[src/rtl/bin2ascii_serializer.sv]
// bin2ascii_serializer
//
// Converts a 4-bit binary value (0-15) into a two-digit decimal ASCII string
// and streams it one byte per valid/ready handshake: tens digit, ones digit,
// then an optional newline (0x0A) when TERMINATE is set.
//
// Ports:
//   clk      in   1  clock, rising edge
//   reset    in   1  asynchronous active-high reset
//   in_val   in   1  producer has a value on in_
//   in_rdy   out  1  block is idle and can accept a value
//   in_      in   4  binary value to convert, 0-15
//   out_val  out  1  out_ holds a valid ASCII byte
//   out_rdy  in   1  sink accepts the byte this cycle
//   out_     out  8  ASCII character
//
// All outputs decode from registered state only; nothing combinational runs
// from in_val/out_rdy to any output.
module bin2ascii_serializer #(
  parameter bit TERMINATE = 1'b1
) (
  input  logic       clk,
  input  logic       reset,
  input  logic       in_val,
  output logic       in_rdy,
  input  logic [3:0] in_,
  output logic       out_val,
  input  logic       out_rdy,
  output logic [7:0] out_
);

  typedef enum logic [1:0] {
    StIdle,
    StTens,
    StOnes,
    StTerm
  } state_e;

  state_e     state_q;
  logic       tens_q;  // 0-15 only ever has a tens digit of 0 or 1
  logic [3:0] ones_q;

  always_ff @(posedge clk or posedge reset) begin
    if (reset) begin
      state_q <= StIdle;
      tens_q  <= 1'b0;
      ones_q  <= 4'd0;
    end else begin
      unique case (state_q)
        StIdle: begin
          if (in_val) begin
            state_q <= StTens;
            tens_q  <= (in_ >= 4'd10);
            ones_q  <= (in_ >= 4'd10) ? (in_ - 4'd10) : in_;
          end
        end
        StTens: begin
          if (out_rdy) state_q <= StOnes;
        end
        StOnes: begin
          if (out_rdy) state_q <= TERMINATE ? StTerm : StIdle;
        end
        StTerm: begin
          if (out_rdy) state_q <= StIdle;
        end
        default: state_q <= StIdle;
      endcase
    end
  end

  always_comb begin
    in_rdy  = (state_q == StIdle);
    out_val = 1'b0;
    out_    = 8'h00;
    unique case (state_q)
      StIdle: begin
        out_val = 1'b0;
        out_    = 8'h00;
      end
      StTens: begin
        out_val = 1'b1;
        out_    = {4'h3, 3'b000, tens_q};
      end
      StOnes: begin
        out_val = 1'b1;
        out_    = {4'h3, ones_q};
      end
      StTerm: begin
        out_val = 1'b1;
        out_    = 8'h0A;
      end
      default: begin
        out_val = 1'b0;
        out_    = 8'h00;
      end
    endcase
  end

endmodule

[config.mk]
export PLATFORM = sky130hd
export DESIGN_NAME = bin2ascii_serializer
export DESIGN_NICKNAME = d
export VERILOG_FILES = /design/src/rtl/bin2ascii_serializer.sv
export SDC_FILE = /design/constraint.sdc
export NUM_CORES = 1
export LEC_CHECK = 0
export CAP_MARGIN = 15
export CORE_AREA = 2 2 39 41
export DETAILED_ROUTE_END_ITERATION = 12
export DIE_AREA = 0 0 41 43
export PLACE_DENSITY = 0.77
export SLEW_MARGIN = 20
export SYNTH_ARGS = -nofsm -noshare
export SYNTH_HDL_FRONTEND = slang
export SYNTH_SLANG_ARGS = --single-unit
[constraint.sdc]
create_clock -name clk -period 1.8 [get_ports clk]
set_input_delay 0.18 -clock clk [delete_from_list [all_inputs] [get_ports clk]]
set_output_delay 0.18 -clock clk [all_outputs]
set_load 0.05 [all_outputs]
==> reports/metrics.cfg, run 1 <==
[clock_tree]
cts_max_level = 1
cts_tree = yes
clk_pin_slew_worst_paths_ns = 0.06
root_buffer = clkbuf_4
clock_latency_ns = 0.26
cts_buffer_depth = 2
numCtsBuffers = 3
cts_hold_buf = 0
cts.sinks = 7

[yosys]
ys.warnings.count = 0
avgSynthCellArea_sq_um = 9.62
ys_ff_latch = 7
netlist_area_sq_um = 490
syn_inst = 51
synth.largest_area_cell = dfrtp_1
yosysTopAreaCellShare = 0.357
ys_types = 20
synthTopCellsByArea = dfrtp_1 36%, ha_1 18%, inv_1 5.4%
ys_seq_area_frac = 0.357

[place]
port_buffers = 15
gp_congestion = 0.743

[worst_setup_path]
endpoint_kind = primary output
cp-start-kind = register
r2r-end = state_q[1]
cp_data_arrival_time_ns = 1.49
worstSetupPathType = reg -> out
ff2ff_path_depth = 5
regToRegSetupSlack_ns = 0.25
crit_fanout = 5
r2r_start = state_q[0]
worstPathRequired_ns = 1.62

[detailed_routing]
routed_wl_microns = 952
vias = 400
drc_errors = 0
firstDrtPassIters = 2
initialDrtViolationCount = 5
ant_nets = 0
wl_per_cell_microns = 11.3
viasPerCell = 4.76

[global_routing]
grt_overflow = 0
grt_pass1_vias = 362
grt_max_degree = 9
antenna_found_initial = 0
grt_usage = 0.132
grt_first_pass_wirelength_mm = 1.46

[sta]
clock.fmax_mhz = 600
layout_min_cycle_time_ns = 1.67
fin_crit_sh = 0.926
skew_ns = 0.00141
hold_violations = 0
slew_violations = 0
timing.hold.ws_ns = 0.148
setup_viol = 0
grt_setup_unrepaired = no
setup_tns_ns = 0

[die]
ios = 18
die_y_microns = 43
dieArea_sq_mm = 0.00176
initial_core_util = 0.354
core_sq_mm = 0.00138
die_w_microns = 41
rows = 14

[worst_hold_path]
hold_path.class = in -> async

[final_layout]
drive_gt1_frac = 0.279
nNetsFinal = 84
fillers = 127
n_antenna_cell = 0
syn_to_final_growth_pct = 53.8

[flow_run]
cap_violations = 0

[outcome]
status = completed

==> worst max-delay path: stages, from the launching register on <==
cell     delay, ns
dfrtp_1       0.40
inv_1         0.16
ha_2          0.25
inv_1         0.09
and3_1        0.18
buf_12        0.15
==> sequential cells by signal, summed over array words and instances (netlist names) <==
name and count:
ones_q 4, state_q 2, tens_q 1
==> repair_timing <==
item                                    in CTS  in global routing
endpoints found under the setup margin       0                  1
hold endpoints to repair                     0                  0
resized for setup                            0                  2
buffers inserted                             0                  0
==> cell usage after synthesis <==
cell type and number:
a211oi_1 1, nor2_1 6, a21o_1 1, mux2i_1 1
nand2_1 2, ha_1 7, nor3_2 1, inv_1 7
a22o_1 1, and3_1 1, o22ai_2 1, dfrtp_1 7
a22oi_1 1, o21ai_0 3, mux2_2 2, mux2_4 1
buf_4 3, nand3b_1 1, conb_1 1, a21oi_1 3
==> per-layer routing <==
metal	global-route usage	vias to the layer above	part of all wire	routed length, microns
met4	0.0400	0	0	0
met1	0.139	182	0.40	377
met2	0.200	17	0.50	477
met3	0.0942	0	0.10	97
li1	-	201	-	-
met5	0	-	0	0
==> logic make-up after synthesis <==
group | after synthesis | share of synthesized area
fa+ha+maj | 7 | 0.179
mux | 4 | 0.0969
compound gates | 11 | 0.151
flops | 7 | 0.357
other cells | 1 | 0.00765
simple gates | 11 | 0.110
buf+inv | 10 | 0.0995
==> layout by cell type (no fill, tap or decap) <==
master / instances
a211oi_1: 1
a21o_1: 1
a21oi_1: 3
a22o_1: 1
a22oi_1: 1
and3_1: 1
buf_12: 8
clkbuf_4: 3
clkdlybuf4s50_1: 7
clkinv_2: 1
conb_1: 2
dfrtp_1: 7
ha_1: 5
ha_2: 2
inv_1: 7
mux2_2: 2
mux2_4: 1
mux2i_1: 1
nand2_1: 2
nand3b_1: 1
nor2_1: 6
nor3_2: 1
o21ai_0: 3
o22ai_2: 1
==> layout make-up <==
type | count | area [sq um] | area share
Multi-Input combinational cell | 35 | 275 | 0.365
Timing Repair Buffer | 15 | 230 | 0.305
Sequential cell | 7 | 175 | 0.232
Inverter | 7 | 26.3 | 0.0348
Clock buffer | 3 | 22.5 | 0.0299
Tap cell | 16 | 20.0 | 0.0265
Clock inverter | 1 | 5.00 | 0.00663
==> stage by stage <==
stage	utilization	setup WS, ns	cells	cell area, sq um
6_report	0.545	0.134	84	754
5_1_grt	0.545	0.00792	84	754
4_1_cts	0.542	0.0766	84	749
3_5_place_dp	0.522	0.285	80	722
3_3_place_gp	0.522	0.314	80	722
2_1_floorplan	-	0.0331	52	494
==> worst max path at each step <==
stage | startpoint | endpoint | slack (ns) | depth (start not counted)
after detailed placement | state_q[0] | state_q[1] | 0.28 | 5
after floorplan | state_q[0] | state_q[1] | 0.03 | 5
final | state_q[0] | out_[2] | 0.13 | 5
after global placement | state_q[1] | ones_q[0] | 0.31 | 4
after CTS | state_q[1] | out_[2] | 0.08 | 5
after global routing | state_q[0] | out_[3] | 0.008 | 5
Power of run 1 is not shown: default switching activity piles up to over one toggle a cycle in this logic, so the estimate is an artifact.
==> run 2, diff against run 1 <==
- MAX_ROUTING_LAYER: not set -> met4
==> reports/metrics.cfg, run 2 (synthesis results as in run 1) <==
[outcome]
status = completed

[clock_tree]
cts_hold_buf = 0  ; unchanged
cts.sinks = 7  ; unchanged
postCtsSetupBuffers = 0  ; unchanged
ctsResizeCount = 0  ; unchanged
cts_max_level = 1  ; unchanged
clock_latency_ns = 0.26  ; about the same
numCtsBuffers = 3  ; unchanged
cts_tree = yes
cts_buffer_depth = 2  ; unchanged
clk_pin_slew_worst_paths_ns = 0.06  ; about the same
root_buffer = clkbuf_4

[final_layout]
largest_reg_flops = 4  ; unchanged
drive_gt1_frac = 0.279  ; unchanged
n_antenna_cell = 0  ; unchanged
layout_common_cells = 8 x buf_12, 7 x inv_1, 7 x clkdlybuf4s50_1, 7 x dfrtp_1, 6 x nor2_1
regMostFlops = ones_q
reg_top3 = ones_q: 4 flops, state_q: 2 flops, tens_q: 1 flops
syn_to_final_growth_pct = 53.8  ; unchanged
nNetsFinal = 84  ; unchanged
final_common_cell = buf_12
fillers = 127  ; unchanged

[global_routing]
grt_overflow = 0  ; unchanged
grt_usage = 0.136  ; +0.00431
grt_max_degree = 9  ; unchanged
grt_pass1_vias = 361  ; -0.28%
antenna_found_initial = 0  ; unchanged
grt_first_pass_wirelength_mm = 1.48  ; +0.96%

[worst_setup_path]
cp_data_arrival_time_ns = 1.49  ; about the same
ff2ff_path_depth = 5  ; unchanged
r2r_start = state_q[0]
cp-start-kind = register
worstSetupPathType = reg -> out
worstPathRequired_ns = 1.62  ; about the same
r2r-end = state_q[1]
regToRegSetupSlack_ns = 0.25  ; about the same
endpoint_kind = primary output
crit_fanout = 5  ; unchanged

[sta]
skew_ns = 0.000403  ; -0.00101 ns
setup_tns_ns = 0  ; unchanged
hold_violations = 0  ; unchanged
layout_min_cycle_time_ns = 1.67  ; +0.00146 ns
setup_viol = 0  ; unchanged
clock.fmax_mhz = 600  ; about the same
slew_violations = 0  ; unchanged
grt_setup_unrepaired = no
fin_crit_sh = 0.927  ; about the same
timing.hold.ws_ns = 0.148  ; -0.000182 ns

[detailed_routing]
vias = 394  ; -1.5%
routed_wl_microns = 947  ; -0.53%
drc_errors = 0  ; unchanged
viasPerCell = 4.69  ; -1.5%
ant_nets = 0  ; unchanged
firstDrtPassIters = 2  ; unchanged
initialDrtViolationCount = 5  ; unchanged
wl_per_cell_microns = 11.3  ; -0.53%

[die]
initial_core_util = 0.354  ; unchanged
die_y_microns = 43  ; unchanged
die_w_microns = 41  ; unchanged
rows = 14  ; unchanged
core_sq_mm = 0.00138  ; unchanged
dieArea_sq_mm = 0.00176  ; unchanged
ios = 18  ; unchanged

[place]
gp_congestion = 0.752  ; +1.3%
port_buffers = 15  ; unchanged

[flow_run]
cap_violations = 0  ; unchanged

[worst_hold_path]
hold_path.class = in -> async

[run 2: cell counts in the layout (fill, tap and decap cells not counted)]
Identical to the previous run, type by type.
[run 2: how the worst max path moves through the flow]
stage / start / end / depth (start not counted)
after detailed placement: state_q[0] / state_q[1] / 5
after floorplan: state_q[0] / state_q[1] / 5
after CTS: state_q[1] / out_[2] / 5
after global placement: state_q[1] / ones_q[0] / 4
final: state_q[0] / out_[2] / 5
after global routing: state_q[0] / out_[3] / 5
[run 2: final cells by class]
class | instances | area [sq um] | share of cell area
clock buffers | 3 | 22.5 | 0.0299
clock inverters | 1 | 5.00 | 0.00663
inverters | 7 | 26.3 | 0.0348
multi-input cells | 35 | 275 | 0.365
flip-flops and latches | 7 | 175 | 0.232
well taps | 16 | 20.0 | 0.0265
repair buffers | 15 | 230 | 0.305
[run 2: through the flow]
step,worst slack [ns],cell area (sq um),std cells,util
after global placement,0.314,722,80,0.522
after detailed placement,0.285,722,80,0.522
after global routing,0.00425,754,84,0.545
after floorplan,0.0331,494,52,-
final,0.132,754,84,0.545
after CTS,0.0766,749,84,0.542
[run 2: worst max-delay path, cell delays in order, from the launching register on]
cell	delay [ns]
dfrtp_1	0.40
inv_1	0.16
ha_2	0.25
inv_1	0.09
and3_1	0.18
buf_12	0.15
[run 2: metal layers]
metal / part of all wire / global-route usage / up-vias / wire length [microns]
met2: 0.50 / 0.200 / 17 / 476
met5: 0 / - / - / 0
li1: - / - / 200 / -
met3: 0.10 / 0.0942 / 0 / 97
met4: 0 / 0.0400 / 0 / 0
met1: 0.39 / 0.142 / 177 / 374
Power of run 2 is left out for the same reason.
